[src/rtl/regfile_wb_arbiter.sv]
// Round-robin arbiter that shares the register-file write port between ALU and load writeback.
// Optional macro REGWB_BYPASS_EN adds a combinational forwarding path off the output stage.
module regfile_wb_arbiter #(
    parameter int DATA_W = 32,
    parameter int ADDR_W = 5,
    parameter int CNT_W  = 16
) (
    input  logic              clk,
    input  logic              rst,
    input  logic              flush,
    input  logic              req0_valid,
    input  logic [ADDR_W-1:0] req0_rd,
    input  logic [DATA_W-1:0] req0_data,
    output logic              req0_ready,
    input  logic              req1_valid,
    input  logic [ADDR_W-1:0] req1_rd,
    input  logic [DATA_W-1:0] req1_data,
    output logic              req1_ready,
    output logic              RegWrite,
    output logic [ADDR_W-1:0] Rd,
    output logic [DATA_W-1:0] Write_data,
    output logic [CNT_W-1:0]  wr_count
`ifdef REGWB_BYPASS_EN
   ,input  logic [ADDR_W-1:0] rs1,
    input  logic [ADDR_W-1:0] rs2,
    output logic              byp1_hit,
    output logic              byp2_hit,
    output logic [DATA_W-1:0] byp1_data,
    output logic [DATA_W-1:0] byp2_data
`endif
);

    typedef enum logic {LAST0 = 1'b0, LAST1 = 1'b1} rr_t;

    localparam logic [CNT_W-1:0] CNT_MAX = '1;

    rr_t               rr_last;
    rr_t               rr_next;
    logic              grant0;
    logic              grant1;
    logic              xfer;
    logic [ADDR_W-1:0] sel_rd;
    logic [DATA_W-1:0] sel_data;

    // Arbiter state: remembers which requester won most recently.
    always_ff @(posedge clk or negedge rst) begin
        if (!rst) rr_last <= LAST1;
        else      rr_last <= rr_next;
    end

    // Grant selection; the requester that did not win last time wins a tie.
    always_comb begin
        grant0   = 1'b0;
        grant1   = 1'b0;
        rr_next  = rr_last;
        sel_rd   = req0_rd;
        sel_data = req0_data;
        if (!flush) begin
            unique case (1'b1)
                (req0_valid && !req1_valid): grant0 = 1'b1;
                (req1_valid && !req0_valid): grant1 = 1'b1;
                (req0_valid && req1_valid): begin
                    grant0 = (rr_last == LAST1);
                    grant1 = (rr_last == LAST0);
                end
                default: ;
            endcase
        end
        if (grant0) begin
            rr_next = LAST0;
        end else if (grant1) begin
            rr_next  = LAST1;
            sel_rd   = req1_rd;
            sel_data = req1_data;
        end
    end

    assign req0_ready = grant0;
    assign req1_ready = grant1;
    assign xfer       = grant0 | grant1;

    // Output stage: one write per cycle, x0 writes are accepted but suppressed.
    always_ff @(posedge clk or negedge rst) begin
        if (!rst) begin
            RegWrite   <= 1'b0;
            Rd         <= '0;
            Write_data <= '0;
        end else if (xfer) begin
            RegWrite   <= (sel_rd != '0);
            Rd         <= sel_rd;
            Write_data <= sel_data;
        end else begin
            RegWrite   <= 1'b0;
        end
    end

    // Committed-write counter, saturating instead of wrapping.
    always_ff @(posedge clk or negedge rst) begin
        if (!rst)                              wr_count <= '0;
        else if (RegWrite && wr_count != CNT_MAX) wr_count <= wr_count + 1'b1;
    end

`ifdef REGWB_BYPASS_EN
    // Forward the in-flight write so a same-cycle reader sees the new value.
    always_comb begin
        byp1_hit  = RegWrite && (Rd == rs1) && (rs1 != '0);
        byp2_hit  = RegWrite && (Rd == rs2) && (rs2 != '0);
        byp1_data = byp1_hit ? Write_data : '0;
        byp2_data = byp2_hit ? Write_data : '0;
    end
`endif

endmodule

[config.mk]
export PLATFORM = sky130hd
export DESIGN_NAME = regfile_wb_arbiter
export DESIGN_NICKNAME = d
export VERILOG_FILES = /design/src/rtl/regfile_wb_arbiter.sv
export SDC_FILE = /design/constraint.sdc
export NUM_CORES = 1
export LEC_CHECK = 0
export BUFFER_PORTS_ARGS = -buffer_cell sky130_fd_sc_hd__buf_2
export CAP_MARGIN = 20
export CORE_MARGIN = 2
export CORE_UTILIZATION = 40
export CTS_BUF_LIST = sky130_fd_sc_hd__clkbuf_8
export DETAILED_ROUTE_END_ITERATION = 10
export GPL_TIMING_DRIVEN = 0
export PLACE_DENSITY = 0.76
export SLEW_MARGIN = 20
export SYNTH_ARGS = -nofsm -noshare
export SYNTH_HDL_FRONTEND = slang
export SYNTH_SLANG_ARGS = --single-unit
[constraint.sdc]
create_clock -name clk -period 2.3 [get_ports clk]
set_input_delay 0.23 -clock clk [delete_from_list [all_inputs] [get_ports clk]]
set_output_delay 0.23 -clock clk [all_outputs]
set_load 0.02 [all_outputs]
### Word-level counts from Yosys, hierarchy flattened

Cells that the tools add are included.

* memory bits (read-only): 0
* output and inout port bits: 56
* memory bits (writable): 0
* flip-flop bits (word level): 55
* memories: 0
* bits in latches: 0

* bitwise gates (word level): 2
* add/sub/neg operators: 1
* reductions and logical operators: 8
* eq/ne operators: 1
* div/mod/pow operators: 0
* order comparisons: 0
* shifts and indexed selects: 0
* muxes and demuxes: 11
* $mul: 0

Operator list (number)
* $mux W32: 2
* $add A16 B1 Y16 const B: 1
* $ne A16 B16 Y1 const B: 1
* $mux W5: 2
* $mux W1: 5
* $reduce_bool A5 Y1: 1
* $logic_and A1 B1 Y1: 4
* $pmux W1 S2: 2
* $logic_not A1 Y1: 2
* $reduce_bool A2 Y1: 1
* $not A1 Y1: 1
* $or A1 B1 Y1: 1

### Depth between registers and ports, before layout

* depth after elaboration: 8
* depth in mapped cells: 5
* mapped depth without buffers: 5

### Least setup slack after synthesis

OpenSTA, ideal clock, no wires.

* path kind: reg2reg
* start point: register wr_count[0]
* end point: register wr_count[1]
* arrival time: 1780 ps
* setup slack: 395 ps
* data required time: 2175 ps
* clock period less this slack: 1905 ps
* stages on the path, launching flop included: 5
* path through: dfrtp_1 > ha_1 > nand3_2 > o41ai_4 > mux2_4

* longest elaborated chain between the ends: 2

Ends and longest elaborated chain
* start, declared: RTL line 22 `output logic [CNT_W-1:0] wr_count`
* start signal, assigned: RTL line 100 `else if (RegWrite && wr_count != CNT_MAX) wr_count <= wr_count + 1'b1;`
* parallel branches: the longest is 2 deep, another holds $add A16 B1 Y16

Parallel ways; which one is timed is not known.
A chain may end at the register's enable or synchronous reset.

### Worst setup path in the final report

Same ends and word-level chain as after synthesis.

==> results by group <==
Routing
  – Drt first pass iters: 7
  – Final ANT Viol Nets: 0
  – WL/cell: 14.6 µm
  – Final Routed Wirelength: 6510 µm
  – Drt via density: 5.17
  – DRT iter0 DRCs: 169
  – Vias: 2,299
  – Remaining DRCs: 0

Timing
  – Unrepaired setup endpoints after global routing: no
  – Fmax achieved: 496 MHz
  – Final hold vios: 0
  – Period utilization: 87.6%
  – Max_slew headroom: 53.0%
  – Setup Skew: 0.00959 ns
  – Max-slew violation count: 0
  – Slew @ Worst Pin: 0.704 ns
  – Setup-failing EPs final: 0
  – Final setup margin: 0.285 ns
  – Crit path time final: 2.02 ns
  – Setup tns final: 0 ns

Logic synthesis
  – Primary FF master, synth: dfrtp_1
  – Syn_nets: 307
  – Post-synth EDFFs: 0
  – Yosys warnings: 0
  – Synth Register Bits: 55
  – Seq/Total Area, Yosys: 54.6%
  – Asr flop ratio synth: 100%
  – Post-synth cell types: 34
  – Synth Cell Area: 0.00252 mm²
  – Post-Synthesis Cells: 227
  – Mean Syn Cell Area: 11.1 µm²

Final layout
  – Final core utilization: 56.6%
  – Share of cells above drive strength 1: 41.6%
  – N_diodes: 0
  – Nets: 449
  – Post-route cell area: 0.00339 mm²
  – Area growth, synth to finish: 34.6%

Worst setup path
  – FF-to-FF End: wr_count[1]
  – Cell family with most CP delay: compound AO/OA/AOI/OAI gates
  – Reg2Reg Depth: 4
  – R2R Path Start: wr_count[0]
  – CP arrival: 2.23 ns
  – CP startpoint kind: flop
  – Crit Path Max Fanout: 9
  – CP Cell Sequence: ha_1 -> nand3_2 -> o41ai_4 -> mux2_4
  – Setup crit start: wr_count[0]
  – CP endpoint: wr_count[1]
  – CP max-delay cell: o41ai_4
  – CP required: 2.51 ns
  – WS Path Type: flop to flop
  – Worst path depth: 4
  – Worst Path Buf+Inv: 0
  – Worst path max stage delay: 0.68 ns
  – Worst R2R Setup Slack: 0.28 ns
  – Worst setup EP type: flop

Clock tree
  – Root Driver: clkbuf_8
  – Post-CTS Setup Inserts: 0
  – Clock Path Buffers: 2
  – H-tree lvl count: 2
  – Clock slew at reported path FFs: 0.10 ns
  – Worst skew pair latency: 0.31 ns
  – CTS buffer count: 5
  – Clk sink count: 55
  – CTS tree: built

Power and ir drop
  – Pwr Density: 758 mW/mm²
  – Sequential Power Share: 49.8%
  – Pint: 1660 µW
  – Leakage power total: 0.00186 µW
  – Sw frac: 35.5%
  – Clock Power Share: 21.2%
  – Sw Pwr: 911 µW
  – IR drop worst, VDD: 0.000541 V
  – Combinational share of power: 28.9%

Floorplanning
  – Initial core utilization: 42.1%
  – Die H: 83.4 µm
  – Die area: 0.00695 mm²
  – # IOs: 135
  – Row Count: 28
  – Die span in x: 83.4 µm
  – Core Region: 0.00599 mm²

Global route
  – GRT overflow: 0
  – Vias in the first global route: 2,258
  – GRT Total Usage: 19.0%
  – Pin count of the biggest net entering global routing: 56
  – First-pass GRT wire length: 10,600 µm
  – Initial antenna violation count: 0

Placed design
  – DP Worst Slack: 0.290 ns
  – Dpl cell area: 0.00329 mm²
  – Port buffer count: 134
  – Routability congestion estimate: 0.835
  – Final HPWL from detailed placement: 4950 µm

Outcome
  – Status: finished, final reports clean

Job
  – Max-Cap Viols: 0

Worst hold path
  – Worst hold path type: input port to flop
[final cells by class]
cell class / instances / area (µm²)
Buffer: 11 / 45.0
Clock buffer: 6 / 82.6
Clock inverter: 2 / 8.76
Fill cell: 524 / 2600
Inverter: 18 / 67.6
Multi-Input combinational cell: 143 / 1030
Sequential cell: 55 / 1380
Tap cell: 75 / 93.8
Timing Repair Buffer: 135 / 683
[cell usage in the layout (no fill, tap or decap), drive strengths merged]
| cell | instances |
|---|---|
| xnor2 | 2 |
| and3 | 2 |
| mux2i | 21 |
| o2111a | 1 |
| nor3b | 1 |
| nand4 | 7 |
| nor4 | 2 |
| nand2b | 2 |
| nor2 | 8 |
| o41ai | 1 |
| a221oi | 1 |
| o21bai | 1 |
| dfrtp | 54 |
| buf | 137 |
| inv | 19 |
| a21oi | 2 |
| dlygate4sd3 | 1 |
| a222oi | 16 |
| mux2 | 2 |
| or4 | 1 |
| clkbuf | 14 |
| xor2 | 12 |
| dfstp | 1 |
| nand2 | 26 |
| nand3 | 5 |
| nor3 | 4 |
| o21ai | 22 |
| and4 | 3 |
| clkinv | 1 |
| ha | 1 |
[per-stage QoR]
step | total power, µW | instances | hold slack (ns)
after floorplan | 1710 | 227 | -0.0656
after global placement | 2010 | 436 | 0.443
after detailed placement | 2050 | 436 | 0.324
after CTS | 2600 | 445 | 0.120
after global routing | 2720 | 445 | 0.124
final | 2570 | 445 | 0.129
[registers in the layout (all words and copies together) (netlist names)]
signal,flops
rr_last,1
Rd,5
wr_count,16
RegWrite,1
Write_data,32
[synth_stat cells (2+ instances only)]
cell | n | share of area, %
nand3_1 | 4 | 0.79
xor2_1 | 12 | 4.2
o21ai_0 | 22 | 4.4
nor3_1 | 4 | 0.79
inv_1 | 18 | 2.7
a21oi_1 | 2 | 0.40
xnor2_1 | 2 | 0.69
a222oi_1 | 16 | 6.4
mux2i_1 | 21 | 8.3
and4_1 | 2 | 0.69
dfrtp_1 | 54 | 54
buf_2 | 3 | 0.60
nor2_1 | 8 | 1.2
nand4_1 | 5 | 1.2
nand2_1 | 26 | 3.9
clkbuf_1 | 8 | 1.2
nor4_1 | 2 | 0.50
nand2b_1 | 2 | 0.50
[layer usage]
layer	wire, µm	vias to the layer above	global-route usage, %
met5	0	-	0
met4	127	0	6.56
met3	437	11	4.37
met2	3220	108	32.7
met1	2720	1078	23.3
li1	-	1102	-
[power by group through the flow]
stage / clock [µW] / sequential (µW) / combinational [µW]
finish: 546 / 1280 / 744
global route: 605 / 1300 / 813
CTS: 567 / 1280 / 754
detailed placement: 0 / 1290 / 754
global placement: 0 / 1280 / 731
floorplan: 0 / 1460 / 259
[worst register-to-register path, delay by kind of cell, from the launching register on]
kind / cells / cell delay, ns
fa+ha+maj: 1 / 0.25
flops: 1 / 0.48
mux: 1 / 0.35
compound gates: 1 / 0.68
simple gates: 1 / 0.16
[worst min path at each step]
stage                             start        endpoint  cells after the start
after global routing      req1_data[28]  Write_data[28]                      3
after CTS                 req1_data[23]  Write_data[23]                      3
after floorplan                     rst           Rd[0]                      0
final                     req1_data[19]  Write_data[19]                      3
after detailed placement            rst     wr_count[3]                      1
after global placement    req1_data[25]  Write_data[25]                      3
[cell families (layout without fill, tap and decap cells)]
logic type	after synthesis	in the layout	synth area share, %
AND/OR/NAND/NOR	61	61	12.9
adder cells (fa/ha/maj)	1	1	0.496
buffers and inverters	29	172	4.47
flip-flops	55	55	54.6
XOR/XNOR	14	14	4.86
AO/OA/AOI/OAI	44	44	13.3
multiplexers	23	23	9.38
[timing repair]
item	in CTS	in global routing
endpoints found under the hold margin	54	0
hold buffers	1	0
resized for setup	0	1
setup endpoints to repair	0	1
No activity file was read; power rests on OpenSTA's default activity.
